**config.mk**
```make
export PLATFORM = sky130hd
export DESIGN_NAME = mem_fill_arbiter
export DESIGN_NICKNAME = d
export VERILOG_FILES = /design/src/rtl/mem_arb_pkg.sv /design/src/rtl/fill_addr_gen.sv /design/src/rtl/mem_fill_arbiter.sv
export SDC_FILE = /design/constraint.sdc
export NUM_CORES = 1
export LEC_CHECK = 0
export BUFFER_PORTS_ARGS = -buffer_cell sky130_fd_sc_hd__buf_2
export CAP_MARGIN = 20
export CELL_PAD_IN_SITES_DETAIL_PLACEMENT = 1
export CELL_PAD_IN_SITES_GLOBAL_PLACEMENT = 1
export CORE_MARGIN = 4
export CORE_UTILIZATION = 25
export DETAILED_ROUTE_END_ITERATION = 6
export MAX_ROUTING_LAYER = met4
export PLACE_DENSITY = 0.84
export SETUP_SLACK_MARGIN = 0.5
export SYNTH_ARGS = -nofsm -noshare
export SYNTH_HDL_FRONTEND = slang
export SYNTH_SLANG_ARGS = --single-unit
```
**constraint.sdc**
```tcl
create_clock -name clk -period 1.7 [get_ports clk]
set_input_delay 0 -clock clk [delete_from_list [all_inputs] [get_ports clk]]
set_output_delay 0 -clock clk [all_outputs]
set_load 0.01 [all_outputs]
```
**src/rtl/mem_arb_pkg.sv**
```systemverilog
// Shared types and constants for the main-memory fill arbiter.
//   arb_state_t : arbiter FSM states
//   owner_t     : which cache receives the block being filled
//   MEM_LATENCY : cycles from a read's mem_en to its mem_valid
//   WORDS_PER_BLOCK : words per cache block (power of 2)
package mem_arb_pkg;

  localparam int MEM_LATENCY     = 4;
  localparam int WORDS_PER_BLOCK = 8;

  typedef enum logic [1:0] {
    IDLE  = 2'd0,
    WRITE = 2'd1,
    FILL  = 2'd2,
    DONE  = 2'd3
  } arb_state_t;

  typedef enum logic {
    OWN_I = 1'b0,
    OWN_D = 1'b1
  } owner_t;

endpackage

```
**src/rtl/fill_addr_gen.sv**
```systemverilog
// Block-fill address generator.
// Holds the block base address plus separate issue (tx) and receive (rx)
// word counters, so reads can be streamed out while earlier responses are
// still arriving.
// Ports:
//   clk, rst_n   : clock, synchronous active-low reset
//   start        : latch base from start_addr and clear both counters
//   start_addr   : byte address of the missing word
//   issue        : a read was issued this cycle (advance tx)
//   recv         : a read response was accepted this cycle (advance rx)
//   issue_addr   : byte address of the next read to issue
//   recv_addr    : byte address of the word currently being received
//   tx_done      : all words of the block have been issued
//   rx_last      : the response being received is the final word
module fill_addr_gen
  #(parameter int ADDR_W          = 16,
    parameter int WORDS_PER_BLOCK = 8,
    parameter int CNT_W           = 3)
  (input  logic              clk,
   input  logic              rst_n,
   input  logic              start,
   input  logic [ADDR_W-1:0] start_addr,
   input  logic              issue,
   input  logic              recv,
   output logic [ADDR_W-1:0] issue_addr,
   output logic [ADDR_W-1:0] recv_addr,
   output logic              tx_done,
   output logic              rx_last);

  // Byte-offset bits inside a block of 2-byte words.
  localparam logic [ADDR_W-1:0] OFFS_MASK = ADDR_W'(2 * WORDS_PER_BLOCK - 1);
  localparam logic [CNT_W-1:0]  LAST_IDX  = CNT_W'(WORDS_PER_BLOCK - 1);

  logic [ADDR_W-1:0] base_q, base_d;
  logic [CNT_W-1:0]  tx_cnt_q, tx_cnt_d;
  logic [CNT_W-1:0]  rx_cnt_q, rx_cnt_d;
  // tx_cnt wraps back to 0 after the last issue, so a separate flag
  // remembers that the whole block has gone out.
  logic              tx_done_q, tx_done_d;

  always_comb begin
    base_d    = base_q;
    tx_cnt_d  = tx_cnt_q;
    rx_cnt_d  = rx_cnt_q;
    tx_done_d = tx_done_q;
    if (start) begin
      base_d    = start_addr & ~OFFS_MASK;
      tx_cnt_d  = '0;
      rx_cnt_d  = '0;
      tx_done_d = 1'b0;
    end else begin
      if (issue) begin
        tx_cnt_d = tx_cnt_q + CNT_W'(1);
        if (tx_cnt_q == LAST_IDX) tx_done_d = 1'b1;
      end
      if (recv) rx_cnt_d = rx_cnt_q + CNT_W'(1);
    end
  end

  always_ff @(posedge clk) begin
    if (!rst_n) begin
      base_q    <= '0;
      tx_cnt_q  <= '0;
      rx_cnt_q  <= '0;
      tx_done_q <= 1'b0;
    end else begin
      base_q    <= base_d;
      tx_cnt_q  <= tx_cnt_d;
      rx_cnt_q  <= rx_cnt_d;
      tx_done_q <= tx_done_d;
    end
  end

  assign issue_addr = base_q + (ADDR_W'(tx_cnt_q) << 1);
  assign recv_addr  = base_q + (ADDR_W'(rx_cnt_q) << 1);
  assign tx_done    = tx_done_q;
  assign rx_last    = (rx_cnt_q == LAST_IDX);

endmodule

```
**src/rtl/mem_fill_arbiter.sv**
```systemverilog
// Main-memory port arbiter for the I-cache miss handler, the D-cache miss
// handler and D-stage write-through stores. Grants one requester at a time
// (store > D miss > I miss) and streams 8-word block fills through the
// pipelined, fixed-latency memory read path.
//
// Handshake: every request is a level held by its requester until the
// matching one-cycle pulse (d_wr_ack, d_fill_done, i_fill_done). Requests
// are only sampled in IDLE; the grant is registered.
//
// Ports:
//   clk, rst_n                  : clock, synchronous active-low reset
//   i_miss_req/i_miss_addr      : I-cache miss request and byte address
//   d_miss_req/d_miss_addr      : D-cache miss request and byte address
//   d_wr_req/d_wr_addr/d_wr_data: write-through store request
//   mem_en/mem_wr/mem_addr/mem_wdata : memory command port
//   mem_rdata/mem_valid         : memory read response
//   fill_data/fill_addr         : fill word and its byte address
//   i_fill_we/d_fill_we         : fill word write strobes per cache
//   i_fill_done/d_fill_done     : one-cycle fill-complete pulses
//   d_wr_ack                    : one-cycle store-issued pulse
//   busy                        : arbiter is not IDLE
module mem_fill_arbiter
  import mem_arb_pkg::*;
  #(parameter int ADDR_W          = 16,
    parameter int DATA_W          = 16,
    parameter int WORDS_PER_BLOCK = mem_arb_pkg::WORDS_PER_BLOCK,
    parameter int CNT_W           = 3)
  (input  logic              clk,
   input  logic              rst_n,
   input  logic              i_miss_req,
   input  logic [ADDR_W-1:0] i_miss_addr,
   input  logic              d_miss_req,
   input  logic [ADDR_W-1:0] d_miss_addr,
   input  logic              d_wr_req,
   input  logic [ADDR_W-1:0] d_wr_addr,
   input  logic [DATA_W-1:0] d_wr_data,
   output logic              mem_en,
   output logic              mem_wr,
   output logic [ADDR_W-1:0] mem_addr,
   output logic [DATA_W-1:0] mem_wdata,
   input  logic [DATA_W-1:0] mem_rdata,
   input  logic              mem_valid,
   output logic [DATA_W-1:0] fill_data,
   output logic [ADDR_W-1:0] fill_addr,
   output logic              i_fill_we,
   output logic              d_fill_we,
   output logic              i_fill_done,
   output logic              d_fill_done,
   output logic              d_wr_ack,
   output logic              busy);

  arb_state_t state_q, state_d;
  owner_t     owner_q, owner_d;

  logic              gen_start;
  logic [ADDR_W-1:0] gen_start_addr;
  logic              gen_issue;
  logic              gen_recv;
  logic [ADDR_W-1:0] issue_addr;
  logic [ADDR_W-1:0] recv_addr;
  logic              tx_done;
  logic              rx_last;

  fill_addr_gen #(
    .ADDR_W          (ADDR_W),
    .WORDS_PER_BLOCK (WORDS_PER_BLOCK),
    .CNT_W           (CNT_W)
  ) u_addr_gen (
    .clk        (clk),
    .rst_n      (rst_n),
    .start      (gen_start),
    .start_addr (gen_start_addr),
    .issue      (gen_issue),
    .recv       (gen_recv),
    .issue_addr (issue_addr),
    .recv_addr  (recv_addr),
    .tx_done    (tx_done),
    .rx_last    (rx_last)
  );

  always_comb begin
    state_d        = state_q;
    owner_d        = owner_q;
    gen_start      = 1'b0;
    gen_start_addr = '0;
    gen_issue      = 1'b0;
    gen_recv       = 1'b0;
    mem_en         = 1'b0;
    mem_wr         = 1'b0;
    mem_addr       = '0;
    mem_wdata      = '0;
    fill_data      = '0;
    fill_addr      = '0;
    i_fill_we      = 1'b0;
    d_fill_we      = 1'b0;
    i_fill_done    = 1'b0;
    d_fill_done    = 1'b0;
    d_wr_ack       = 1'b0;
    busy           = (state_q != IDLE);

    unique case (state_q)
      IDLE: begin
        if (d_wr_req) begin
          state_d = WRITE;
        end else if (d_miss_req) begin
          state_d        = FILL;
          owner_d        = OWN_D;
          gen_start      = 1'b1;
          gen_start_addr = d_miss_addr;
        end else if (i_miss_req) begin
          state_d        = FILL;
          owner_d        = OWN_I;
          gen_start      = 1'b1;
          gen_start_addr = i_miss_addr;
        end
      end

      WRITE: begin
        mem_en    = 1'b1;
        mem_wr    = 1'b1;
        mem_addr  = d_wr_addr;
        mem_wdata = d_wr_data;
        d_wr_ack  = 1'b1;
        state_d   = IDLE;
      end

      FILL: begin
        // Issue and receive run independently; they overlap once the
        // first response returns while later reads are still going out.
        if (!tx_done) begin
          mem_en    = 1'b1;
          mem_addr  = issue_addr;
          gen_issue = 1'b1;
        end
        if (mem_valid) begin
          gen_recv  = 1'b1;
          fill_data = mem_rdata;
          fill_addr = recv_addr;
          i_fill_we = (owner_q == OWN_I);
          d_fill_we = (owner_q == OWN_D);
          if (rx_last) state_d = DONE;
        end
      end

      DONE: begin
        i_fill_done = (owner_q == OWN_I);
        d_fill_done = (owner_q == OWN_D);
        state_d     = IDLE;
      end

      default: state_d = IDLE;
    endcase
  end

  always_ff @(posedge clk) begin
    if (!rst_n) begin
      state_q <= IDLE;
      owner_q <= OWN_I;
    end else begin
      state_q <= state_d;
      owner_q <= owner_d;
    end
  end

endmodule

```
==> impl_metrics.tcl <==
set metrics [dict create \
    synth-seq-cells 22 \
    layout.nets 485 \
    yosysMostFrequentCell "and3_1" \
    grt_max_degree 37 \
    tns_ps 0 \
    worstSetupPathType "reg2reg" \
    yosys.area.top_type "dfxtp_1" \
    io_pins 158 \
    status "completed" \
    total_power_w 0.003723 \
    cp-end-kind "register" \
    synth_edf_count 0 \
    hold_end "u_addr_gen.base_q[10]$_SDFFE_PN0P_" \
    whs_ps 89.79 \
    place_congestion 0.7531 \
    viasPerCell 4.847 \
    p_comb_share_pct 65.8 \
    route.antenna.remaining_nets 0 \
    setup_viol 0 \
    rsz0062_at_grt "yes" \
    drt_wl_total_um 8142 \
    hold_depth 4 \
    clock_path_buffers 2 \
    overflow 0 \
    dieWidth_um 92.45 \
    ys_types 31 \
    numCtsBuffers 3 \
    htree_levels 1 \
    drt_first_iter_violations 93 \
    max_freq_ghz 0.6314 \
    path_max_fanout 4 \
    vias 2346 \
    die_h_um 92.45 \
    finClkSkew_ps 3.083 \
    irDropWorstVdd_mv 0.5389 \
    ys_top_cells_by_area "dfxtp_1 25%, and3_1 11%, ha_1 7.0%, o211a_1 6.7%, a22oi_1 6.3%" \
    rows 30 \
    critPathArrivalTime_ps 1760 \
    rr_worst_depth 6 \
    antennaDiodeCount 0 \
    syn_inst 229 \
    initial_core_util_pct 25.96 \
    internal-power_w 0.002255 \
    grt_pass1_vias 2341 \
    min-delay-start "d_miss_addr[10]" \
    synthArstFlopShare_pct 0 \
    leakage_nw 1.798 \
    post_drt_wl_per_cell_um 16.82 \
    power_frac_seq_pct 20.8 \
    wl_met2_um 4131 \
    synthToLayoutAreaGrowth_pct 77.47 \
    met3_length_um 510 \
    p_clk_share_pct 13.4 \
    dp_hpwl_um 5818 \
    p_per_area_mw_per_mm2 1177 \
    synth_ff_type "dfxtp_1" \
    drcViolationCount 0 \
    hold_viol 0 \
    fill_cells 869 \
    drive_gt1_share_pct 56.70 \
    portBuffers 148 \
    p_sw_w 0.001468 \
    worst_path_max_delay_cell "dfxtp_4" \
    dieArea_mm2 0.008547 \
    antenna_found_initial 0 \
    cts-root-buf "clkbuf_8" \
    fin_crit_ps 1584 \
    clock_latency_ps 270 \
    dr.pass1.iters 4 \
    dp_cells 455 \
    cpPeakStageDelay_ps 410 \
    avgSynthCellArea_um2 7.786 \
    worstReg2RegStart "state_q[1]$_SDFFE_PN0P_" \
    grt_pass1_wl_um 11940 \
    yosysSeqAreaShare_pct 24.70 \
    cts.clk_slew.worst_paths_ps 80 \
    cp.required_ps 1880 \
    max_cap_viol_count 0 \
    fin_crit_sh_pct 93.16 \
    highest_layer "met4" \
    wl_met1_um 3370 \
    synth_top_cell_area_share_pct 24.70 \
    netlist_area_mm2 0.001783 \
    r2r_setup_slack_ps 120 \
    cp_cell_sequence "inv_6 -> ha_4 -> nor2b_4 -> a222oi_1 -> buf_4 -> mux2i_1" \
    start_kind "register" \
    p_sw_share_pct 39.43 \
    ys_top_cells_by_count "32 x and3_1, 22 x dfxtp_1, 21 x nand2_1" \
    slew_violations 0 \
    cts_sinks 22 \
    hp-class "in2reg" \
    instances_no_fill 484 \
    syn_nets 325 \
    yosysWarningCount 0 \
    grt_usage_pct 17.72 \
    cts_tree "built" \
    coreArea_mm2 0.006869 \
    reg2reg_to "state_q[1]$_SDFFE_PN0P_" \
]
==> worst max-delay path: cells and delay by family, from the launching register on <==
kind | cells | cell delay [ps]
flip-flops | 1 | 410
multiplexers | 1 | 230
buffers and inverters | 2 | 260
AND/OR/NAND/NOR | 1 | 130
adder cells (fa/ha/maj) | 1 | 150
AO/OA/AOI/OAI | 1 | 310
==> power by group through the flow <==
| stage | Clock, W | Sequential (W) | Combinational (W) |
|---|---|---|---|
| 6_report | 0.000497 | 0.000775 | 0.00245 |
| 5_1_grt | 0.000527 | 0.000790 | 0.00264 |
| 4_1_cts | 0.000504 | 0.000768 | 0.00206 |
| 3_5_place_dp | 0 | 0.000755 | 0.00161 |
| 3_3_place_gp | 0 | 0.000750 | 0.00155 |
| 2_1_floorplan | 0 | 0.000703 | 0.00109 |
==> layer usage <==
metal  global-route usage, %  vias up
li1                        -     1136
met2                   31.84      102
met3                   2.843        9
met4                   5.569        0
met1                   20.05     1099
met5                       -        -
==> registers in the layout, summed over array words and instances, names as in the netlist <==
register             flops
u_addr_gen.tx_done       1
u_addr_gen.base_q       12
u_addr_gen.tx_cnt_q      3
owner_q                  1
u_addr_gen.rx_cnt_q      3
state_q                  2
==> metrics by stage <==
stage          area (µm²)  utilization (%)  setup slack, ps
2_1_floorplan        1832                -            369.9
3_3_place_gp         2620            38.14            206.1
3_5_place_dp         2620            38.14            156.5
4_1_cts              2955            43.02            226.4
5_1_grt              3164            46.07            58.27
6_report             3164            46.07            116.3
==> how the worst max path moves through the flow <==
stage | startpoint | to | cells after the start
after floorplan | state_q[0]$_SDFFE_PN0P_ | state_q[0]$_SDFFE_PN0P_ | 4
after global placement | state_q[0]$_SDFFE_PN0P_ | u_addr_gen.base_q[7]$_SDFFE_PN0P_ | 5
after detailed placement | state_q[0]$_SDFFE_PN0P_ | state_q[1]$_SDFFE_PN0P_ | 5
after CTS | state_q[1]$_SDFFE_PN0P_ | mem_addr[3] | 6
after global routing | u_addr_gen.rx_cnt_q[1]$_SDFFE_PP0P_ | state_q[1]$_SDFFE_PN0P_ | 6
final | state_q[1]$_SDFFE_PN0P_ | state_q[1]$_SDFFE_PN0P_ | 6
==> placed cells by master, fill, tap and decap left out, types with 3 or more instances in the layout <==
master	n
and3_1	32
o211a_1	12
dfxtp_1	18
nand3b_1	12
a22oi_2	15
buf_2	144
nor2b_1	16
ha_1	5
and2_1	18
buf_6	11
nand2_1	21
clkbuf_8	3
buf_4	16
nor2_1	6
mux2i_1	4
ha_4	3
nand4_1	12
==> layout make-up <==
cell class	instances	area, µm²	share of cell area (%)
clock buffer	3	41.29	1.305
timing repair buffer	176	1077	34.05
multi-input combinational	181	1409	44.52
clock inverter	1	30.03	0.9490
tap	96	120.1	3.796
inverter	5	36.28	1.147
sequential	22	450.4	14.23
==> cell families (layout without fill, tap and decap cells) <==
| kind of cell | Yosys count | after routing | synth area share [%] |
|---|---|---|---|
| compound gates | 36 | 36 | 16.70 |
| fa+ha+maj | 10 | 10 | 7.018 |
| xor+xnor | 2 | 2 | 0.9826 |
| flops | 22 | 22 | 24.70 |
| mux | 5 | 5 | 2.877 |
| other cells | 1 | 1 | 0.2103 |
| buf+inv | 28 | 185 | 6.807 |
| simple gates | 125 | 127 | 40.70 |
==> what timing repair did <==
action,in CTS,in global routing
buffers inserted,10,10
cloned,3,2
gates resized for setup,39,20
hold endpoints to repair,0,0
pin swaps,8,20
hold buffers,0,0
endpoints found under the setup margin,90,93
Power figures use the tool's default switching activity.
